==> config.mk <==
export PLATFORM = sky130hd
export DESIGN_NAME = alu_pipe
export DESIGN_NICKNAME = d
export VERILOG_FILES = /design/src/rtl/alu_pipe.sv
export SDC_FILE = /design/constraint.sdc
export NUM_CORES = 1
export LEC_CHECK = 0
export ABC_AREA = 1
export CAP_MARGIN = 20
export CORE_MARGIN = 2
export CORE_UTILIZATION = 50
export DETAILED_ROUTE_END_ITERATION = 7
export MAX_ROUTING_LAYER = met4
export PLACE_DENSITY = 0.77
export SLEW_MARGIN = 40
export SYNTH_ARGS = -nofsm -noshare
export SYNTH_HDL_FRONTEND = slang
export SYNTH_SLANG_ARGS = --single-unit
==> constraint.sdc <==
create_clock -name clk -period 1.5 [get_ports clk]
set_clock_uncertainty 0.2 [all_clocks]
set_input_delay 0.3 -clock clk [delete_from_list [all_inputs] [get_ports clk]]
set_output_delay 0.3 -clock clk [all_outputs]
set_load 0.03 [all_outputs]
==> src/rtl/alu_pipe.sv <==
// alu_pipe: ALU with one registered output stage and valid/ready handshakes on both sides.
// Define ALU_PIPE_MUL_EN to add the iterative shift-add multiplier on opcode 9.
module alu_pipe #(
    parameter int WIDTH = 8
) (
    input  logic             clk,
    input  logic             rst,
    input  logic             in_valid,
    output logic             in_ready,
    input  logic [3:0]       opcode,
    input  logic [WIDTH-1:0] a,
    input  logic [WIDTH-1:0] b,
    output logic             out_valid,
    input  logic             out_ready,
    output logic [WIDTH-1:0] result,
    output logic [2:0]       flags
);

    localparam int SHW = $clog2(WIDTH);

    logic [WIDTH-1:0] r_result;
    logic [2:0]       r_flags;
    logic             r_outValid;

    logic             w_idle;
    logic             w_accept;
    logic [WIDTH:0]   w_sum;
    logic [WIDTH:0]   w_diff;
    logic [SHW-1:0]   w_shamt;
    logic [WIDTH-1:0] w_aluResult;
    logic             w_aluCarry;
    logic             w_aluOvf;

`ifdef ALU_PIPE_MUL_EN
    typedef enum logic {
        IDLE,
        MUL_BUSY
    } state_t;

    localparam logic [SHW-1:0] LAST_ITER = SHW'(WIDTH - 1);

    state_t             r_state;
    logic [SHW-1:0]     r_mulCnt;
    logic [2*WIDTH-1:0] r_mcand;
    logic [2*WIDTH-1:0] r_prod;
    logic [WIDTH-1:0]   r_mplier;
    logic [2*WIDTH-1:0] w_prodNext;

    assign w_idle     = (r_state == IDLE);
    assign w_prodNext = r_mplier[0] ? (r_prod + r_mcand) : r_prod;
`else
    assign w_idle = 1'b1;
`endif

    // A new op may enter whenever the output slot is empty or is being drained this cycle.
    assign in_ready = !rst && w_idle && (!r_outValid || out_ready);
    assign w_accept = in_valid && in_ready;

    assign w_sum   = {1'b0, a} + {1'b0, b};
    assign w_diff  = {1'b0, a} - {1'b0, b};
    assign w_shamt = b[SHW-1:0];

    always_comb begin
        w_aluResult = '0;
        w_aluCarry  = 1'b0;
        w_aluOvf    = 1'b0;
        case (opcode)
            4'd0: w_aluResult = a | b;
            4'd1: w_aluResult = ~(a | b);
            4'd2: w_aluResult = a ^ b;
            4'd3: w_aluResult = a & b;
            4'd4: w_aluResult = ~(a & b);
            4'd5: begin
                w_aluResult = w_sum[WIDTH-1:0];
                w_aluCarry  = w_sum[WIDTH];
                w_aluOvf    = (a[WIDTH-1] == b[WIDTH-1]) && (w_sum[WIDTH-1] != a[WIDTH-1]);
            end
            // The extra top bit of the difference is the unsigned borrow.
            4'd6: begin
                w_aluResult = w_diff[WIDTH-1:0];
                w_aluCarry  = w_diff[WIDTH];
                w_aluOvf    = (a[WIDTH-1] != b[WIDTH-1]) && (w_diff[WIDTH-1] != a[WIDTH-1]);
            end
            4'd7:    w_aluResult = a >> w_shamt;
            4'd8:    w_aluResult = a << w_shamt;
            default: w_aluResult = '0;
        endcase
    end

    always_ff @(posedge clk or posedge rst) begin
        if (rst) begin
            r_outValid <= 1'b0;
            r_result   <= '0;
            r_flags    <= '0;
`ifdef ALU_PIPE_MUL_EN
            r_state    <= IDLE;
            r_mulCnt   <= '0;
            r_mcand    <= '0;
            r_prod     <= '0;
            r_mplier   <= '0;
`endif
        end else begin
            if (w_accept) begin
`ifdef ALU_PIPE_MUL_EN
                // Multiply consumes the output slot only when it finishes.
                if (opcode == 4'd9) begin
                    r_state    <= MUL_BUSY;
                    r_mulCnt   <= '0;
                    r_mcand    <= {{WIDTH{1'b0}}, a};
                    r_mplier   <= b;
                    r_prod     <= '0;
                    r_outValid <= 1'b0;
                end else begin
`endif
                    r_result   <= w_aluResult;
                    r_flags    <= {w_aluCarry, w_aluOvf, (w_aluResult == '0)};
                    r_outValid <= 1'b1;
`ifdef ALU_PIPE_MUL_EN
                end
`endif
            end
`ifdef ALU_PIPE_MUL_EN
            else if (r_state == MUL_BUSY) begin
                r_prod   <= w_prodNext;
                r_mcand  <= r_mcand << 1;
                r_mplier <= r_mplier >> 1;
                r_mulCnt <= r_mulCnt + SHW'(1);
                // The final partial product goes straight into the output register.
                if (r_mulCnt == LAST_ITER) begin
                    r_state    <= IDLE;
                    r_mulCnt   <= '0;
                    r_result   <= w_prodNext[WIDTH-1:0];
                    r_flags    <= {(|w_prodNext[2*WIDTH-1:WIDTH]), 1'b0,
                                   (w_prodNext[WIDTH-1:0] == '0)};
                    r_outValid <= 1'b1;
                end
            end
`endif
            else if (r_outValid && out_ready) begin
                r_outValid <= 1'b0;
            end
        end
    end

    assign out_valid = r_outValid;
    assign result    = r_result;
    assign flags     = r_flags;

endmodule

==> metrics.txt, run 1 <==
GPL Wtd Cong 1.09; Synth Flop Type dfrtp_1; row count 24; Syn Nets 481; cell count after synthesis 430; DP Cell Count 603; last step reached 5_1_grt; Starting Density 0.529; status stopped before the end; #FFs+latches synth 12; Post-synth EDFFs 0; post-synthesis compound-gate area fraction 0.0687; htree depth 1; Area contributors post-synth nand2_1 (25%), nand3_1 (16%), ha_1 (13%); Yosys cell types 26; mux cell area share after synthesis 0; largest net degree at the start of global routing 15; Post-DP Area 3530 um^2; CTS max path bufs 2; chip height 72.6 um; main combinational cell family by area after synthesis simple AND/OR/NAND/NOR gates; Avg Cell Area, Syn 5.47 um^2; die width 72.6 um; Simple-Gate Fraction of Synth Area 0.546; Synth async-reset ratio 1.00; Synth warnings 0; type of pin the worst path ends at register data pin; hpwl dp 7470 um; post-synthesis adder-cell area fraction 0.150; count leader, synth nand2_1; I/O pin count 37; Err [ERROR DPL-0038] Utilization greater than 100%, impossible to legalize; GRT repair_timing worst endpoint flags[0]$_DFFE_PP0P_/D; post-synthesis cell area 2350 um^2; Synth area leader nand2_1; Port Buffers 36; Synth Area in XOR/XNOR 0; area share of the largest cell type after synthesis 0.246; Post-synth top cells nand2_1 (154), nand3_1 (76), nor2_1 (56); number of CTS-inserted buffers 3; post-synthesis sequential area ratio 0.128; Root Buffer clkbuf_8; clock sinks 12
## logic make-up after synthesis
| group | count (synthesis) |
|---|---|
| AND/OR/NAND/NOR | 303 |
| buffers and inverters | 59 |
| AO/OA/AOI/OAI | 29 |
| adder cells (fa/ha/maj) | 27 |
| flip-flops | 12 |
## per-stage QoR
step,util,setup slack (ns)
CTS,0.928,-0.519
detailed placement,0.794,-1.25
global placement,0.794,-1.13
floorplan,-,-0.387
## what timing repair did
action,CTS
setup buffers,18
cloned,1
pin swaps,68
resized for setup,207
hold buffers,1
endpoints found under the hold margin,5
endpoints found under the setup margin,12
==> inputs of run 2 (changes only) <==
Settings changed: CORE_UTILIZATION 50 to 36, MAX_ROUTING_LAYER met4 to not set, PLACE_DENSITY 0.77 to not set, PLACE_DENSITY_LB_ADDON set to 0.15.
Clock period 1.5 ns to 1.95 ns, I/O delays scaled along.
==> run 2 against run 1 <==
The flow now finishes, with violations (setup timing). Area after synthesis unchanged. Synthesized cell count unchanged.
==> metrics.txt, run 2 <==
total number of vias 3,217; Area contributors post-synth nand2_1 (25%), nand3_1 (16%), ha_1 (13%); Post-synth top cells nand2_1 (154), nand3_1 (76), nor2_1 (56); Yosys cell types 26 (unchanged); die area 7190 um^2; # nets final 607; Root Buffer clkbuf_8; Hold-fix buffers, CTS 0 (-1); top layer in use met4; Synth async-reset ratio 1.00 (unchanged); largest net degree at the start of global routing 16; PwrDens 403 nW/um^2; most frequent cells in the layout nand2_1 (140), buf_4 (90), nand3_1 (66); Pins Over Slew Limit 0; Crit. End Element register; #FFs+latches synth 12 (unchanged); layout cells sized above 1 0.373; number of global-route vias before repair 3,051; RSZ-0062 raised after global routing true; met3 routed WL 497 um; slowest stage delay, CP 0.34 ns; initial antenna violation count 0; Critical Path Stages 13; die width 84.8 um (+17%); Avg Cell Area, Syn 5.47 um^2 (unchanged); count leader, synth nand2_1; chip height 84.8 um (+17%); number of CTS-inserted buffers 3 (unchanged); crit path launch type input pin; slew margin rel. 0.701; Port Buffers 36 (unchanged); Area Overhead vs Synth 63.6%; Clk Latency, worst-skew pair 0.23 ns; row count 29 (+21%); hpwl dp 7050 um (-5.6%); Syn Nets 481 (unchanged); met1 WL 4080 um; CTS tree built; commonest non-fill, non-tap cell in the layout nand2_1; Diodes inserted 0; post-synthesis cell area 2350 um^2 (unchanged); Worst Path Arrival 1.95 ns; first-pass GRT wire length 14,400 um; Synth Flop Type dfrtp_1; Leakage 2.01 nW; Post-synth EDFFs 0 (unchanged); final wirelength 8770 um; htree depth 1 (unchanged); met2 WL 4110 um; Fin. Hold Viols 0; clock sinks 12 (unchanged); Via density 5.09; Final Worst Setup Slack -0.0243 ns; CP top delay family simple AND/OR/NAND/NOR gates; failing checks setup timing; Final ANT Viol Nets 0; Iter 0 DRT Violations 200; gr ovfl total 0; GRT Util Overall 0.244; max cap viols 0; Worst Path Required 1.93 ns; maximum achievable frequency 507 MHz; critical path type in -> reg; Critical-path top delay cell fa_2; first drt pass iteration count 5; worst-path cell chain buf_8, inv_4, ha_4, inv_2, fa_2, or2_0, nand3_1, nand4_1, nor2_1, nand4_1, nor2_2, nand3_1, nand2_1; I/O pin count 37 (unchanged); wire per inst 13.9 um; Synth area leader nand2_1; WHS 0.272 ns; CTS max path bufs 2 (unchanged); Min Clock Period, post-route 1.97 ns; cell count after synthesis 430 (unchanged); reg2reg path depth 9; DRC violations left 0; Peak VDD IR 0.000501 V; Synth warnings 0 (unchanged); Worst Hold Class reg -> reg; Final period util 1.01; Worst-path clk slew 0.05 ns; GPL Wtd Cong 0.952 (-13%); post-synthesis sequential area ratio 0.128 (unchanged); Critical Path Fanout Max 3; Starting Density 0.370 (-0.159); area share of the largest cell type after synthesis 0.246 (unchanged); Final Util 0.606; status complete, but fails checks; Least-Margin Pin Slew 0.448 ns; sum of buffers and inverters on the critical path 3; Hold Crit Depth 2; Final setup viols 1; core area 6350 um^2; max FFs per register 8
## run 2: cells by family after synthesis
logic type,Yosys count,share of synthesized area
and+or+nand+nor,303,0.546
buffers and inverters,59,0.108
AOI/OAI and AO/OA,29,0.0687
adders and majority gates,27,0.150
DFF,12,0.128
## run 2: area by class of cell
class | count | area (um^2)
fillers | 622 | 2500
multi-input cells | 359 | 2160
repair buffers | 128 | 1030
flip-flops and latches | 12 | 300
inverters | 52 | 208
well taps | 77 | 96.3
clock buffers | 4 | 55.1
## run 2: power breakdown
group | leakage, nW | switching, W | total [W] | internal, W
clock network | 0.0288 | 0.0000852 | 0.000263 | 0.000178
registers | 0.157 | 0.0000195 | 0.000306 | 0.000287
logic | 1.82 | 0.000541 | 0.000979 | 0.000437
## run 2: worst min-delay path, cell delays in order, from the launching register on
cell     delay (ns)
dfrtp_1        0.34
nand2_1        0.05
nand2_1        0.05
## run 2: layer usage
metal	track usage	up-vias
li1	-	1627
met1	0.350	1464
met2	0.415	116
met3	0.0136	10
met4	0.0361	0
met5	0	-
## run 2: final timing paths
path	end	startpoint	slack [ns]
worst max-delay path	flags[0]	a[0]	-0.02
worst min-delay path	result[5]	result[5]	0.27
max in group asynchronous	result[5]	rst	0.92
worst min register to register	result[5]	result[5]	0.27
worst max register to register	flags[0]	out_valid	0.51
min in group asynchronous	flags[0]	rst	0.32
## run 2: metrics by stage
step / cells / instance area (um^2) / power [W] / setup slack (ns) / TNS [ns]
2_1_floorplan: 430 / 2390 / 0.000753 / -0.0270 / -0.0270
3_3_place_gp: 622 / 3430 / 0.00115 / -0.827 / -7.51
3_5_place_dp: 622 / 3430 / 0.00116 / -0.871 / -7.82
4_1_cts: 628 / 3690 / 0.00148 / -0.0226 / -0.0226
5_1_grt: 632 / 3850 / 0.00166 / -0.128 / -0.322
6_report: 632 / 3850 / 0.00155 / -0.0243 / -0.0243
## run 2: repair_timing
action,4_1_cts,5_1_grt
pin swaps,25,30
setup endpoints to repair,11,9
resized for setup,106,61
buffers inserted,3,4
Note: power is estimated with default switching activity, not from simulation.
==> inputs of run 3 (changes only) <==
Settings changed: CORE_UTILIZATION 36 to 26.
==> run 3 against run 2 <==
Non-clock buffer count up 8. Critical path type unchanged. Sequential power hardly changed. Power is 0.63% higher. Flip-flop and latch count is the same. Largest cell class unchanged. First-iteration DRC count down 35%. Largest power group unchanged. Final area grew 1.8%. Via count down 3.2%. Cell count increased by 6.2%. Register-to-register slack improved by 0.05 ns. Worst hold slack improved by 0.0010 ns. The flow still finishes with violations (setup timing). Global-route usage decreased by 5.2 points. Setup slack worse by 0.036 ns.
==> metrics.txt, run 3 (same netlist as run 2, synthesis figures left out) <==
core area 8760 um^2 (+38%); r2r setup slk 0.56 ns (+0.05 ns); Iter 0 DRT Violations 131 (-35%); Hold Crit Depth 2 (unchanged); Worst-path clk slew 0.05 ns (about the same); slew margin rel. 0.685 (-0.0164); row count 34 (+17%); I/O pin count 37 (unchanged); critical path type in -> reg; maximum achievable frequency 497 MHz (-1.8%); failing checks setup timing; CTS max path bufs 2 (unchanged); max FFs per register 8 (unchanged); hpwl dp 7790 um (+10%); GRT Util Overall 0.193 (-0.0515); Via density 4.64 (-8.8%); total number of vias 3,115 (-3.2%); Fin. Hold Viols 0 (unchanged); Final setup viols 1 (unchanged); Starting Density 0.268 (-0.102); DRC violations left 0 (unchanged); GPL Wtd Cong 0.997 (+4.7%); Critical Path Fanout Max 3 (unchanged); die width 99.1 um (+17%); crit path launch type input pin; Min Clock Period, post-route 2.01 ns (+0.0361 ns); Leakage 2.06 nW (+2.5%); Clk Latency, worst-skew pair 0.24 ns (about the same); Sum Neg Setup Slack -0.0604 ns (-0.0361 ns); CP Capture Point flags[0]; Final period util 1.03 (+0.0185); Least-Margin Pin Slew 0.472 ns (+0.0246 ns); htree depth 1 (unchanged); Worst R2R End result[2]; Crit. End Element register; layout cells sized above 1 0.373 (about the same); largest net degree at the start of global routing 16 (unchanged); reg2reg path depth 7 (-2); Layout fillers 937 (+51%); Root Buffer clkbuf_8; initial antenna violation count 0 (unchanged); die area 9820 um^2 (+37%); Final Worst Setup Slack -0.0604 ns (-0.0361 ns); wire per inst 14.0 um (+0.64%); commonest non-fill, non-tap cell in the layout nand2_1; first-pass GRT wire length 15,300 um (+6.5%); number of global-route vias before repair 3,060 (+0.29%); number of CTS-inserted buffers 3 (unchanged); dpl ws -0.927 ns (-0.0566 ns); Final ANT Viol Nets 0 (unchanged); Reg-to-Reg Start out_valid; CTS tree built; Port Buffers 36 (unchanged); RSZ-0062 raised after global routing true; # nets final 615 (+1.3%); Setup crit start b[0]; gr ovfl total 0 (unchanged); first drt pass iteration count 5 (unchanged); Area Overhead vs Synth 66.5%; Peak VDD IR 0.000206 V (-59%); clock sinks 12 (unchanged); Worst Hold Class reg -> reg; final wirelength 9370 um (+6.8%); PwrDens 398 nW/um^2 (-1.1%); Worst Path Required 1.93 ns (about the same); Worst Path Arrival 1.99 ns (+0.04 ns); chip height 99.1 um (+17%); Pins Over Slew Limit 0 (unchanged); Post-DP Area 3490 um^2 (+1.8%); Tot Pwr 0.00156 W (+0.63%); Diodes inserted 0 (unchanged); status complete, but fails checks; Finished Cell Area 3910 um^2 (+1.8%); max cap viols 0 (unchanged); most frequent cells in the layout nand2_1 (139), buf_4 (94), nand3_1 (64)
## run 3: cell count changes in the layout (fill, tap and decap cells not counted), moves of 3 or more
cell,delta
nand3_2,+3
clkbuf_2,-6
a21oi_1,+4
buf_4,+4
buf_6,+4
buf_2,+3
o21ai_2,+3
## run 3: critical path: stages
cell and delay (ns):
buf_8 0.10, ha_4 0.13, inv_2 0.04, fa_2 0.56, inv_2 0.04, nand3_2 0.06, nand3_2 0.05, nor2_1 0.09
nand3_1 0.13, nor2_1 0.12, nand2_1 0.05, nor2_1 0.09, nand3_1 0.08, nand2_1 0.06
## run 3: report_power, final
group / leakage, nW / internal [W] / switching, W
Combinational: 1.87 / 0.000439 / 0.000538
Clock: 0.0288 / 0.000179 / 0.0000951
Sequential: 0.157 / 0.000287 / 0.0000202
Total: 2.06 / 0.000904 / 0.000654
## run 3: cell type report
class	count	area [um^2]	share of cell area
repair buffers	136	1120	0.285
well taps	108	135	0.0345
flip-flops and latches	12	300	0.0767
inverters	52	203	0.0518
multi-input cells	359	2100	0.537
clock buffers	4	55.1	0.0141
## run 3: metal layers
metal  GRT usage  routed length [um]  vias up
li1            -                   -     1643
met1       0.277                4650     1419
met2       0.322                4340       47
met3      0.0119                 252        6
met4      0.0358                 118        0
met5           0                   0        -
## run 3: metrics by stage
stage          hold WS, ns  utilization  instances
2_1_floorplan       0.0547            -        430
3_3_place_gp         0.265        0.398        656
3_5_place_dp         0.266        0.398        656
4_1_cts              0.281        0.435        670
5_1_grt              0.297        0.447        671
6_report             0.273        0.447        671
## run 3: worst min-delay path by stage
stage | from | end | slack (ns)
6_report | result[1] | result[1] | 0.27
5_1_grt | result[1] | result[1] | 0.30
4_1_cts | result[1] | result[1] | 0.28
3_5_place_dp | result[1] | result[1] | 0.27
3_3_place_gp | result[6] | result[6] | 0.27
2_1_floorplan | rst | flags[0] | 0.05
## run 3: timing repair
action,in CTS,in global routing
cloned,0,0
hold endpoints to repair,0,0
resized for setup,116,42
hold buffers,0,0
setup endpoints to repair,11,9
setup buffers,11,1
pin swaps,31,23
==> inputs of run 4 (changes only) <==
Settings changed: CORE_ASPECT_RATIO set to 0.75.
==> run 4 against run 3 <==
The flow still finishes with violations (setup timing). Flip-flop and latch count unchanged. Routed wire length down 1.6%. Power up 11%. Die area about the same. Utilization up 0.66 points. Clock power up 52%. Combinational power about the same. Via count up 3.0%. Critical endpoint unchanged. Largest cell class unchanged.
==> metrics.txt, run 4 (same netlist as run 2, synthesis figures left out) <==
status complete, but fails checks; failing checks setup timing; Pins Over Slew Limit 0 (unchanged); gr ovfl total 0 (unchanged); PwrDens 426 nW/um^2 (+7.1%); RSZ-0062 raised after global routing true; Clk Latency, worst-skew pair 0.24 ns (about the same); Critical Path Fanout Max 3 (unchanged); Min Clock Period, post-route 2.01 ns (-0.00409 ns); row count 30 (-12%); Setup crit start b[0]; Fin. Hold Viols 0 (unchanged); GRT Util Overall 0.187 (-0.00558); Port Buffers 36 (unchanged); number of global-route vias before repair 2,902 (-5.2%); Layout Cells excl Fill 678 (+1.0%); switching share of power 0.389 (-0.0303); DP Cell Count 666 (+1.5%); Area Overhead vs Synth 72.2%; htree depth 1 (unchanged); DRC violations left 0 (unchanged); reg2reg path depth 9 (+2); Final Util 0.453 (+0.00662); Worst Path Arrival 1.98 ns (about the same); Reg-to-Reg Start out_valid; slew margin rel. 0.675 (-0.00999); Hold-fix buffers, CTS 0 (unchanged); Starting Density 0.263 (-0.00511); internal cell power 0.00105 W (+17%); clock power share 0.241 (+0.065); Gate power share 0.581 (-0.046); worst-path cell chain buf_8, ha_4, inv_4, fa_2, inv_2, nand3_2, nand3_2, nor2_1, nand3_1, nor2_1, nand2_1, nor2_1, nand3_1, nand2_1; Final setup viols 1 (unchanged); Sequential Power Share 0.178 (-0.019); Layout fillers 943 (+0.64%); Final Worst Setup Slack -0.0563 ns (+0.00409 ns); Final ANT Viol Nets 0 (unchanged); # nets final 618 (+0.49%); Worst Hold Path EP flags[2]; largest net degree at the start of global routing 16 (unchanged); CP most frequent cell nor2_1; I/O pin count 37 (unchanged); slowest stage delay, CP 0.57 ns (about the same); Worst-path clk slew 0.04 ns (about the same); Critical-path top delay cell fa_2; r2r setup slk 0.44 ns (-0.12 ns); first-pass GRT wire length 14,700 um (-4.0%); die width 114 um (+15%); initial antenna violation count 0 (unchanged); Hold Crit Depth 2 (unchanged); wire per inst 13.6 um (-2.6%); Crit. End Element register; WHS 0.267 ns (-0.00635 ns); Final period util 1.03 (-0.00210); Peak VDD IR 0.000282 V (+37%); Least-Margin Pin Slew 0.487 ns (+0.0150 ns); Worst R2R End flags[0]; Iter 0 DRT Violations 250 (+91%); Diodes inserted 0 (unchanged); total net switching power 0.000672 W (+2.8%); maximum achievable frequency 498 MHz (+0.20%); critical path type in -> reg; layout cells sized above 1 0.389 (+0.0157); startpoint of the lowest-slack hold path flags[2]; first drt pass iteration count 4 (-1); GPL Wtd Cong 0.937 (-6.0%); Sum Neg Setup Slack -0.0563 ns (+0.00409 ns); crit path launch type input pin; total number of vias 3,208 (+3.0%); hpwl dp 7630 um (-2.0%); max cap viols 0 (unchanged); Root Buffer clkbuf_16; number of CTS-inserted buffers 3 (unchanged); Worst Hold Class reg -> reg; Leakage 2.10 nW (+2.0%); max FFs per register 8 (unchanged); Worst Path Required 1.93 ns (about the same); final wirelength 9220 um (-1.6%); commonest non-fill, non-tap cell in the layout nand2_1; chip height 86.4 um (-13%); most frequent cells in the layout nand2_1 (139), buf_4 (92), nand3_1 (65); die area 9830 um^2 (about the same); Via density 4.73 (+1.9%); core area 8930 um^2 (+1.9%); CTS max path bufs 2 (unchanged); CTS tree built; clock sinks 12 (unchanged)
==> run 4: cell types whose count changed in the layout (fill, tap and decap cells not counted), moves of 3 or more <==
cell       before  now
buf_12          0    3
clkbuf_16       0    3
clkbuf_2        2    8
clkbuf_8        4    1
ha_4            9   12
inv_1          24   21
inv_4           3    6
==> run 4: worst max path at each step <==
| stage | endpoint | slack [ns] |
|---|---|---|
| after floorplan | flags[0] | -0.03 |
| after global placement | flags[0] | -0.87 |
| after detailed placement | flags[0] | -0.87 |
| after CTS | flags[0] | -0.04 |
| after global routing | flags[0] | -0.16 |
| final | flags[0] | -0.06 |
==> run 4: worst max-delay path, delay by kind of cell <==
family / cells / cell delay [ns]
simple gates: 9 / 0.71
buf+inv: 3 / 0.17
fa+ha+maj: 2 / 0.71
==> run 4: through the flow <==
step / worst slack (ns) / instance area, um^2 / total power [W]
2_1_floorplan: -0.0270 / 2390 / 0.000753
3_3_place_gp: -0.873 / 3560 / 0.00119
3_5_place_dp: -0.873 / 3560 / 0.00118
4_1_cts: -0.0395 / 3880 / 0.00167
5_1_grt: -0.157 / 4050 / 0.00185
6_report: -0.0563 / 4050 / 0.00173
==> run 4: per-layer routing <==
layer / track usage / routed length, um / vias to the layer above
met5: 0 / 0 / -
met3: 0.0168 / 570 / 6
li1: - / - / 1650
met2: 0.280 / 3740 / 102
met1: 0.297 / 4810 / 1450
met4: 0.0222 / 97 / 0
==> run 4: power by group through the flow <==
stage | Sequential (W) | Combinational (W) | Clock, W
2_1_floorplan | 0.000385 | 0.000368 | 0
3_3_place_gp | 0.000312 | 0.000875 | 0
3_5_place_dp | 0.000311 | 0.000873 | 0
4_1_cts | 0.000309 | 0.000940 | 0.000421
5_1_grt | 0.000314 | 0.00110 | 0.000438
6_report | 0.000308 | 0.00100 | 0.000416
==> run 4: what timing repair did <==
| action | CTS | global route |
|---|---|---|
| pin swaps | 25 | 21 |
| endpoints found under the setup margin | 11 | 10 |
| setup buffers | 5 | 4 |
| gates resized for setup | 113 | 61 |
==> run 4: cell type report <==
| class | instances | area [um^2] | share of cell area |
|---|---|---|---|
| multi-input combinational | 359 | 2150 | 0.532 |
| timing repair buffer | 139 | 1160 | 0.286 |
| sequential | 12 | 300 | 0.0742 |
| inverter | 52 | 210 | 0.0519 |
| tap | 112 | 140 | 0.0346 |
| clock buffer | 4 | 88.8 | 0.0219 |
==> RTL edit, RTL diff (config.mk and constraints of run 2) <==
Make the reset (`rst`) synchronous in one clocked block.
--- a/src/rtl/alu_pipe.sv
+++ b/src/rtl/alu_pipe.sv
@@ -88,5 +88,5 @@
     end
 
-    always_ff @(posedge clk or posedge rst) begin
+    always_ff @(posedge clk) begin
         if (rst) begin
             r_outValid <= 1'b0;
Function: differs if rst is asserted again (counterexample within 4 cycles, from zero or initial values and one cycle with rst high); with rst held inactive, the same outputs for 10 cycles.
==> RTL edit against run 2 <==
  * The run still ends with setup timing left
  * Non-clock buffer count is the same
  * Critical endpoint is now flags[0]$_SDFFE_PP0P_
  * Final area grew 2.9%
  * Core utilization grew 2.1 points
  * Sequential cell count stayed put
  * Critical path depth up 3
  * Largest power group unchanged
  * Synthesized area shrank 0.16%
  * Setup slack got worse by 0.10 ns
  * Largest cell class unchanged
  * Maximum frequency down 4.9%
  * Count of clock-buffer cells in the layout did not move
  * Total power decreased by 4.5%
  * Routed wire length up 5.1%
  * Global-route usage is 0.90 points higher
==> RTL edit: results (changes against run 2) <==
grt:
  grt_pass1_wl_um: 14800  # +3.0%
  first_global_vias: 3212  # +5.3%
  track_usage_pct: 25.3  # +0.90 points
  grt_max_degree: 17  # +1
  antenna_found_initial: 0  # unchanged
synth:
  synth.distinct_cells: 24  # -7.7%
  seq_area_frac_synth_pct: 10.2  # -2.5 points
  ys.flop_type: "dfxtp_1"
  netlist_top_cells_area: "nand2_1, nand3_1, ha_1, dfxtp_1, nor2_1"
  synthArstFlopShare_pct: 0  # -100 points
  synth_edf_count: 0  # unchanged
  syn_nets: 502  # +4.4%
  synth_commonest_cells: "nand2_1, nand3_1, nor2_1"
critical_path:
  arrival_ns: 2.05  # +0.10 ns
  path_max_fanout: 3  # unchanged
cells_and_area:
  fill_cells: 607  # -2.4%
  nNetsFinal: 625  # +3.0%
  drive_above_1_share_pct: 38.7  # +1.4 points
  largest_reg_flops: 8  # unchanged
drt:
  routedWlPerCell_um: 14.2  # +2.2%
  dr_total_vias: 3326  # +3.4%
  drt_first_iter_violations: 182  # -9.0%
  first_pass_iters: 4  # -1
timing:
  fin_ws_ns: -0.126  # -0.102 ns
  timing.slew.headroom_pct: 73.4  # +3.3 points
  setup-violations-final: 3  # +2
clock_tree:
  htreeDepth: 1  # unchanged
  cts_root_buffer: "clkbuf_8"
  cts-buffers-inserted: 3  # unchanged
  clk_latency_ns: 0.24
status:
  status: "finished, violations left"
  violations: "setup timing"
placement:
  gp_congestion: 0.965  # +1.3%
  place_hpwl_um: 7110  # +0.75%
  port_buffers: 36  # unchanged
power_and_ir_drop:
  p_leak_nw: 2.08  # +3.8%
  vdd_drop_max_v: 0.000467  # -6.7%
worst_hold_path:
  hold_class: "reg2reg"
## RTL edit: timing repair
action	4_1_cts	5_1_grt
endpoints found under the setup margin	11	10
hold endpoints to repair	0	0
pin swaps	44	35
gates resized for setup	133	70
setup buffers	10	5
hold buffers	0	0
## RTL edit: area by class of cell
type | count | area [um^2] | area share, %
clock buffers | 4 | 55.1 | 1.39
inverters | 57 | 224 | 5.66
repair buffers | 128 | 1070 | 27.1
flip-flops and latches | 12 | 240 | 6.07
multi-input cells | 372 | 2270 | 57.3
well taps | 77 | 96.3 | 2.43
## RTL edit: kinds of logic after synthesis
| family | after synthesis | synth area share [%] |
|---|---|---|
| AOI/OAI and AO/OA | 34 | 7.36 |
| xor gates and xnor gates | 1 | 0.373 |
| adders and majority gates | 27 | 15.0 |
| buffers and inverters | 67 | 11.7 |
| and+or+nand+nor | 310 | 55.3 |
| DFF | 12 | 10.2 |
## RTL edit: power by group
group	internal, mW	total, mW	leakage (nW)	switching (mW)
Combinational	0.426	0.929	1.96	0.503
Clock	0.179	0.276	0.0288	0.0970
Sequential	0.263	0.273	0.0986	0.00961
## RTL edit: routing by layer
metal	global-route usage, %	vias to the layer above	part of all wire, %
met5	0	-	0
met4	4.91	0	1.8
met3	3.24	16	4.8
met2	45.4	98	48
met1	32.5	1524	45
li1	-	1688	-
## RTL edit: worst max-delay path: stages
cell and delay, ns:
buf_8 0.11, inv_4 0.05, ha_4 0.13, inv_4 0.03, fa_2 0.35, nand2_1 0.07, nand2_1 0.05, nand2_1 0.06
nand2_1 0.06, nor2_2 0.11, nand3_2 0.08, nor2_2 0.13, nand3_1 0.09, nor2_1 0.12, nand3_1 0.08, a21oi_1 0.13
## RTL edit: worst paths after layout
| path | slack [ns] | end | cells past startpoint | from |
|---|---|---|---|---|
| max | -0.13 | flags[0]$_SDFFE_PP0P_ | 16 | a[0] |
| min | 0.27 | result[4]$_SDFFE_PP0P_ | 2 | result[4]$_SDFFE_PP0P_ |
| max reg2reg | 0.59 | flags[0]$_SDFFE_PP0P_ | 7 | out_valid$_SDFFE_PP0P_ |
| min reg2reg | 0.27 | result[4]$_SDFFE_PP0P_ | 2 | result[4]$_SDFFE_PP0P_ |
## RTL edit: through the flow
stage | std cells | setup slack [ns] | setup TNS (ns) | utilization, % | cell area (um^2)
3_5_place_dp | 631 | -0.928 | -7.83 | 53.3 | 3370
2_1_floorplan | 451 | -0.0848 | -0.0848 | - | 2390
6_report | 650 | -0.126 | -0.203 | 62.7 | 3960
5_1_grt | 650 | -0.255 | -0.929 | 62.7 | 3960
3_3_place_gp | 631 | -0.820 | -7.54 | 53.3 | 3370
4_1_cts | 645 | -0.190 | -0.404 | 59.6 | 3760
